### src/rtl/comparator_seq.sv
// Multi-cycle magnitude comparator: walks the operands one CHUNK at a time,
// most-significant chunk first, and finishes on the first chunk that differs.
// Signed operands are handled by flipping the MSB on capture, which turns a
// two's-complement compare into an unsigned one. Saturating counters keep
// statistics of greater/equal/less results.
module comparator_seq #(
  parameter int WIDTH = 16,
  parameter int CHUNK = 4,
  parameter int CNT_W = 8
) (
  input  logic             i_clk,
  input  logic             i_rst,
  input  logic             i_valid,
  output logic             o_ready,
  input  logic [WIDTH-1:0] i_a,
  input  logic [WIDTH-1:0] i_b,
  input  logic             i_signed,
  output logic             o_done,
  output logic [2:0]       o_f,
  input  logic             i_clr,
  output logic [CNT_W-1:0] o_cnt_gt,
  output logic [CNT_W-1:0] o_cnt_eq,
  output logic [CNT_W-1:0] o_cnt_lt
);

  localparam int N     = WIDTH / CHUNK;
  localparam int IDX_W = (N > 1) ? $clog2(N) : 1;

  localparam logic [2:0] F_GT = 3'b100;
  localparam logic [2:0] F_EQ = 3'b010;
  localparam logic [2:0] F_LT = 3'b001;

  typedef enum logic [1:0] {
    IDLE = 2'd0,
    CMP  = 2'd1,
    DONE = 2'd2
  } state_t;

  state_t                 state;
  state_t                 state_nxt;
  logic signed [WIDTH-1:0] a_bias;
  logic signed [WIDTH-1:0] b_bias;
  logic [IDX_W-1:0]       idx;
  logic [CHUNK-1:0]       chunk_a;
  logic [CHUNK-1:0]       chunk_b;
  logic                   chunk_gt;
  logic                   chunk_lt;
  logic                   last_chunk;
  logic                   accept;
  logic                   decide;
  logic [2:0]             f_nxt;

  // Flipping the sign bit maps two's-complement order onto unsigned order.
  function automatic logic [WIDTH-1:0] bias(input logic [WIDTH-1:0] v,
                                            input logic             sgn);
    return {v[WIDTH-1] ^ sgn, v[WIDTH-2:0]};
  endfunction

  // Counters stick at all-ones instead of wrapping.
  function automatic logic [CNT_W-1:0] sat_inc(input logic [CNT_W-1:0] v);
    return (&v) ? v : v + 1'b1;
  endfunction

  assign o_ready    = (state == IDLE);
  assign o_done     = (state == DONE);
  assign accept     = o_ready & i_valid;
  assign chunk_gt   = (chunk_a > chunk_b);
  assign chunk_lt   = (chunk_a < chunk_b);
  assign last_chunk = (idx == '0);

  // Select the chunk pair currently under comparison.
  always_comb begin
    chunk_a = '0;
    chunk_b = '0;
    for (int i = 0; i < N; i++) begin
      if (idx == IDX_W'(i)) begin
        chunk_a = a_bias[i*CHUNK +: CHUNK];
        chunk_b = b_bias[i*CHUNK +: CHUNK];
      end
    end
  end

  // Next-state and result decision.
  always_comb begin
    state_nxt = state;
    f_nxt     = o_f;
    decide    = 1'b0;
    case (state)
      IDLE: begin
        if (i_valid) state_nxt = CMP;
      end
      CMP: begin
        if (chunk_gt) begin
          f_nxt     = F_GT;
          decide    = 1'b1;
          state_nxt = DONE;
        end else if (chunk_lt) begin
          f_nxt     = F_LT;
          decide    = 1'b1;
          state_nxt = DONE;
        end else if (last_chunk) begin
          f_nxt     = F_EQ;
          decide    = 1'b1;
          state_nxt = DONE;
        end
      end
      DONE: begin
        state_nxt = IDLE;
      end
      default: begin
        state_nxt = IDLE;
      end
    endcase
  end

  // State register.
  always_ff @(posedge i_clk or posedge i_rst) begin
    if (i_rst) state <= IDLE;
    else       state <= state_nxt;
  end

  // Operand capture and chunk index walk-down.
  always_ff @(posedge i_clk or posedge i_rst) begin
    if (i_rst) begin
      a_bias <= '0;
      b_bias <= '0;
      idx    <= '0;
    end else if (accept) begin
      a_bias <= bias(i_a, i_signed);
      b_bias <= bias(i_b, i_signed);
      idx    <= IDX_W'(N - 1);
    end else if (state == CMP && !decide) begin
      idx <= idx - 1'b1;
    end
  end

  // Result register; only changes on the edge that enters DONE.
  always_ff @(posedge i_clk or posedge i_rst) begin
    if (i_rst) o_f <= 3'b000;
    else       o_f <= f_nxt;
  end

  // Result counters; clear wins over a coincident increment.
  always_ff @(posedge i_clk or posedge i_rst) begin
    if (i_rst) begin
      o_cnt_gt <= '0;
      o_cnt_eq <= '0;
      o_cnt_lt <= '0;
    end else if (i_clr) begin
      o_cnt_gt <= '0;
      o_cnt_eq <= '0;
      o_cnt_lt <= '0;
    end else if (decide) begin
      if (f_nxt == F_GT) o_cnt_gt <= sat_inc(o_cnt_gt);
      if (f_nxt == F_EQ) o_cnt_eq <= sat_inc(o_cnt_eq);
      if (f_nxt == F_LT) o_cnt_lt <= sat_inc(o_cnt_lt);
    end
  end

endmodule

### config.mk
export PLATFORM = sky130hd
export DESIGN_NAME = comparator_seq
export DESIGN_NICKNAME = d
export VERILOG_FILES = /design/src/rtl/comparator_seq.sv
export SDC_FILE = /design/constraint.sdc
export NUM_CORES = 1
export LEC_CHECK = 0
export ABC_CLOCK_PERIOD_IN_PS = 7200
export CAP_MARGIN = 20
export CORE_ASPECT_RATIO = 0.9
export CORE_UTILIZATION = 40
export DETAILED_ROUTE_END_ITERATION = 7
export PLACE_DENSITY_LB_ADDON = 0.3
export RECOVER_POWER = 25
export SLEW_MARGIN = 10
export SYNTH_ARGS = -nofsm -noshare
export SYNTH_HDL_FRONTEND = slang
export SYNTH_SLANG_ARGS = --single-unit
### constraint.sdc
create_clock -name i_clk -period 7.2 [get_ports i_clk]
set_input_delay 0.72 -clock i_clk [delete_from_list [all_inputs] [get_ports i_clk]]
set_output_delay 0.72 -clock i_clk [all_outputs]
set_load 0.05 [all_outputs]
**Yosys cells after proc, flatten, opt, wreduce, memory -nomap -nowiden**

Index checks and enable logic that the tools add are counted.

- Flip-flop bits (word level): 63
- Input port bits: 37
- Output and inout port bits: 29
- Logic and storage cells: 81

- Add/sub/neg operators: 4
- Magnitude comparators: 2
- Eq/ne operators: 13
- Mux-type cells: 35
- Bitwise logic cells: 3
- Reductions and logical operators: 16

Operators by type and width:

| kind | count |
|---|---|
| $mux W8 | 12 |
| $mux W4 | 8 |
| $add A8 B1 Y8 const B | 3 |
| $reduce_and A8 Y1 | 3 |
| $mux W2 | 6 |
| $mux W3 | 4 |
| $reduce_bool A2 Y1 | 5 |
| $reduce_and A3 Y1 | 3 |
| $ne A2 B2 Y1 const B | 4 |
| $eq A2 B2 Y1 const B | 3 |
| $eq A2 B1 Y1 const B | 2 |
| $gt A4 B4 Y1 | 1 |
| $logic_not A2 Y1 | 2 |
| $lt A4 B4 Y1 | 1 |
| $mux W1 | 4 |
| $ne A4 B4 Y1 const B | 1 |
| $pmux W2 S2 | 1 |
| $eq A3 B1 Y1 const B | 1 |
| $eq A3 B2 Y1 const B | 1 |
| $eq A3 B3 Y1 const B | 1 |
| $reduce_and A2 Y1 | 1 |
| $sub A2 B1 Y2 const B | 1 |
| $xor A1 B1 Y1 | 2 |
| $and A1 B1 Y1 | 1 |
| other kinds (2) | 2 |

**Longest topological paths before layout**

- Depth after elaboration: 13
- Gate-level depth with buffers: 16
- Depth with buffers taken out: 13

**Worst setup path after synthesis**

OpenSTA, ideal clock, no wires.

- Path kind: flip-flop to flip-flop
- Start point: register idx[1]
- End point: register o_cnt_gt[6]
- Setup time: 0.078 ns
- Arrival time: 3.000 ns
- Data required time: 7.122 ns
- Path slack: 4.122 ns
- Cell stages (with the launch flop): 16
- Path buffers: 3
- Period minus slack after synthesis: 3.078 ns
- Cell sequence: dfrtp_1 -> inv_1 -> ha_1 -> clkbuf_1 -> nor2b_1 -> clkbuf_1 -> a221oi_1 -> nor3_1 -> a21oi_1 -> ha_1 -> nand4_1 -> o211ai_1 -> a21o_1 -> clkbuf_1 -> or4_1 -> a21oi_1

- Cells in the longest elaborated chain, start to end: 12
- Elaborated cells on any way between the ends: 26
- Classes of those cells: order compare (2); eq/ne (4); mux (16); reduce/logical (4)

Ends and longest elaborated chain:

| item | line | source |
|---|---|---|
| from (decl) | 43 | `logic [IDX_W-1:0] idx;` |
| from (signal assigned) | 131 | `idx <= IDX_W'(N - 1);` |
| from (signal assigned) | 133 | `idx <= idx - 1'b1;` |
| $logic_not A2 Y1 | 69, 76 |  |
| $mux W4 (4 in series) | 76 | `if (idx == IDX_W'(i)) begin` |
| $lt A4 B4 Y1 | 68 | `assign chunk_lt = (chunk_a < chunk_b);` |
| $mux W3 | 97 | `end else if (chunk_lt) begin` |
| $mux W3 | 93 | `if (chunk_gt) begin` |
| $mux W3 | 88 | `case (state)` |
| $eq A3 B3 Y1 | 154 | `if (f_nxt == F_GT) o_cnt_gt <= sat_inc(o_cnt_gt);` |
| $reduce_bool A2 Y1 (no source line) | n/a |  |
| $reduce_and A3 Y1 (no source line) (*) | n/a |  |
| to (signal assigned) | 154 |  |
| to (decl) | 21 | `output logic [CNT_W-1:0] o_cnt_gt,` |

Mark *: on every way between the ends. The rest lies on a longest branch, timed or not.
A chain may end at the register's enable or synchronous reset.

**Final worst setup path**

- Start point: register idx[0]
- End point: register o_cnt_lt[6]

- Cells in the longest elaborated chain, start to end: 12
- Elaborated cells on any way between the ends: 26
- Classes of those cells: order compare (2); eq/ne (4); mux (16); reduce/logical (4)

Ends and longest elaborated chain:

| item | line | source |
|---|---|---|
| $logic_not A2 Y1 | 69, 76 |  |
| $mux W4 (4 in series) | 76 |  |
| $lt A4 B4 Y1 | 68 |  |
| $mux W3 | 97 |  |
| $mux W3 | 93 |  |
| $mux W3 | 88 |  |
| $eq A3 B1 Y1 | 156 | `if (f_nxt == F_LT) o_cnt_lt <= sat_inc(o_cnt_lt);` |
| $reduce_bool A2 Y1 (no source line) | n/a |  |
| $reduce_and A3 Y1 (no source line) (*) | n/a |  |
| to (signal assigned) | 156 |  |
| to (decl) | 23 | `output logic [CNT_W-1:0] o_cnt_lt` |

Marked as above.

==> results.tsv <==
metric	value	unit
power.share.combinational	39.0	%
ir_worst_vdd	0.132	mV
switching_share	39.9	%
cts_hold_buf	0	
fp.dieH	86.0	um
wl_per_cell	13.3	um
final-hold-violation-count	0	
yosysUniqueCellTypes	38	
cp.required	7450	ps
synthArstFlopShare	100	%
finalCriticalPeriod	4060	ps
relSlewSlack	-119	%
worst-path-buf-inv	1	
endpoint_kind	flop	
start_kind	flop	
power.internal	0.000763	W
layout-drive-gt1-share	4.33	%
vias_per_cell	5.12	
grt_pass1_wl	11.7	mm
clkLatencyLatePin	340	ps
drt_wl_total	6.79	mm
grt_start_max_net_pins	64	
ys_seq_elements	63	
maxCapViolCount	1	
hold_depth	2	
p_sw	0.000507	W
violations	max-capacitance violations, max-slew violations	
cts_tree	built	
n_antenna_cell	0	
power_leakage	1.77	nW
dieArea	8200	um^2
core	7580	um^2
critPathKind	flop to flop	
netlist_instances	352	
track_usage	18.5	%
yosysWarningCount	0	
worst_pin_slew	3290	ps
clkPwrFrac	19.9	%
syn_to_final_growth	28.1	%
gp_congestion	0.761	
final_nets	462	
synth_area_leader_cell	dfrtp_1	
rows	30	
rr_worst_depth	13	
portBuffers	65	
syn_avg_cell_area	8.91	um^2
finClkSkew	4.45	ps
max_stage_delay	770	ps
crit_arrival	4310	ps
layout_common_cells	nand2_1, dfrtp_1, clkdlybuf4s50_1	
die_w	95.3	um
dr.pass1.iters	4	
status	complete, but fails checks	
cts.sinks	63	
setup_violations	0	
power.density	316	nW/um^2
post_cts_resize_count	0	
cts_setup_buffers	0	
seq_area_frac_synth	50.3	%
grt_setup_unrepaired	false	
syn_area	3140	um^2
slew_violations	64	
initial_core_util	41.4	%
drc	0	
detail-route-antenna-nets	0	
min-delay-path-class	flop to flop	
synth.top_cell.area_share	50.3	%
cts_root_buffer	clkbuf_8	
clock_path_buffers	2	
clk_pin_slew_worst_paths	60	ps
worstPathCellList	inv_1 -> ha_1 -> nor2b_1 -> a22oi_1 -> nor2_1 -> a21oi_1 -> o21ai_0 -> ha_1 -> nor2b_1 -> o211ai_1 -> nand3_1 -> or4_1 -> a21oi_1	
cts_made_buffers	9	
synth_area_leaders	dfrtp_1, nand2_1, ha_1, a21oi_1, xnor2_1	
fmax	246	MHz
finalCritPeriodShare	56.4	%
grt_pass1_vias	2598	
antenna_found_initial	0	
htree_levels	3	
crit_family	simple AND/OR/NAND/NOR gates	
num_io_pins	66	
total_power	0.00127	W
drt-initial-drc-count	123	
ys.flop_type	dfrtp_1	
final_common_cell	nand2_1	
synth_fp_nets	400	
synth_edf_count	0	
cp_slowest_cell	o211ai_1	
path_depth	13	
gr-total-overflow	0	
crit_path_max_fanout	14	
tns	0	ps
vias	2622	
seqPwrFrac	41.1	%
dp_hpwl	4.76	mm
==> flip-flops by register name (all words and copies together), names as in the netlist <==
register	count
o_cnt_eq	8
o_f	3
o_cnt_gt	8
a_bias	16
b_bias	16
idx	2
o_cnt_lt	8
state	2
==> routing by layer <==
metal | vias up | routed length, um | share of wire [%] | GRT usage, %
li1 | 1320 | - | - | -
met1 | 1250 | 3380 | 50 | 25.2
met2 | 43 | 3030 | 45 | 27.9
met3 | 9 | 246 | 3.6 | 3.81
met4 | 0 | 139 | 2.0 | 9.37
met5 | - | 0 | 0 | 0
==> worst register-to-register path, stage by stage (launching register included) <==
cell and delay [ps]:
dfrtp_1 420, inv_1 100, ha_1 330, nor2b_1 460
a22oi_1 130, nor2_1 110, a21oi_1 50, o21ai_0 170
ha_1 280, nor2b_1 140, o211ai_1 770, nand3_1 360
or4_1 490, a21oi_1 160
==> power groups by stage <==
stage / registers [W] / logic (W) / clock network [W]
after CTS: 0.000522 / 0.000496 / 0.000260
final: 0.000522 / 0.000496 / 0.000253
after global routing: 0.000534 / 0.000564 / 0.000277
after detailed placement: 0.000527 / 0.000495 / 0
after floorplan: 0.000536 / 0.000353 / 0
after global placement: 0.000528 / 0.000483 / 0
==> synthesized netlist by cell type (2+ instances only) <==
cell type  number
nand2_1       109
dfrtp_1        63
a21oi_1        23
nor2_1         22
clkbuf_1       14
ha_1           11
o21ai_0        10
xnor2_1        10
nand3_1         8
inv_1           7
nand4_1         7
nor2b_1         7
nor3_1          5
or3_1           5
xor2_1          5
a211oi_1        4
a221oi_1        4
o31ai_1         4
or4_1           4
a2111oi_0       3
a22oi_1         3
mux2i_1         3
a31o_2          2
and2_1          2
and3_1          2
nand2b_1        2
o211ai_1        2
==> per-stage QoR <==
step	setup slack [ps]	cells	util, %	cell area [um^2]	hold slack [ps]
after floorplan	4120	352	-	3140	446
after global placement	3330	498	50.8	3850	464
after detailed placement	3130	498	50.8	3850	464
after CTS	3130	511	52.8	4000	480
after global routing	2540	512	53.0	4020	498
final	3140	512	53.0	4020	475
==> final timing paths <==
path / from / endpoint / slack [ps]
min: a_bias[12]$_DFFE_PP0P_ / a_bias[12]$_DFFE_PP0P_ / 480
min reg2reg: a_bias[12]$_DFFE_PP0P_ / a_bias[12]$_DFFE_PP0P_ / 480
min in group asynchronous: i_rst / o_cnt_lt[3]$_DFFE_PP0P_ / 2060
max reg2reg: idx[0]$_DFFE_PP0P_ / o_cnt_lt[6]$_DFFE_PP0P_ / 3140
max in group asynchronous: i_rst / o_cnt_eq[2]$_DFFE_PP0P_ / 3250
max: idx[0]$_DFFE_PP0P_ / o_cnt_lt[6]$_DFFE_PP0P_ / 3140
==> area by class of cell <==
| cell class | count | area, um^2 |
|---|---|---|
| sequential | 63 | 1580 |
| tap | 96 | 120 |
| inverter | 7 | 26.3 |
| multi-input combinational | 266 | 1470 |
| clock inverter | 2 | 10.0 |
| fill | 719 | 3570 |
| timing repair buffer | 67 | 669 |
| clock buffer | 11 | 141 |
==> cells by family after synthesis <==
logic type	count (synthesis)	synth area share, %
flip-flops	63	50.3
AO/OA/AOI/OAI	60	12.7
buffers and inverters	23	2.79
multiplexers	3	0.958
AND/OR/NAND/NOR	177	24.7
adder cells (fa/ha/maj)	11	4.39
XOR/XNOR	15	4.19
No activity file was read; power rests on OpenSTA's default activity.
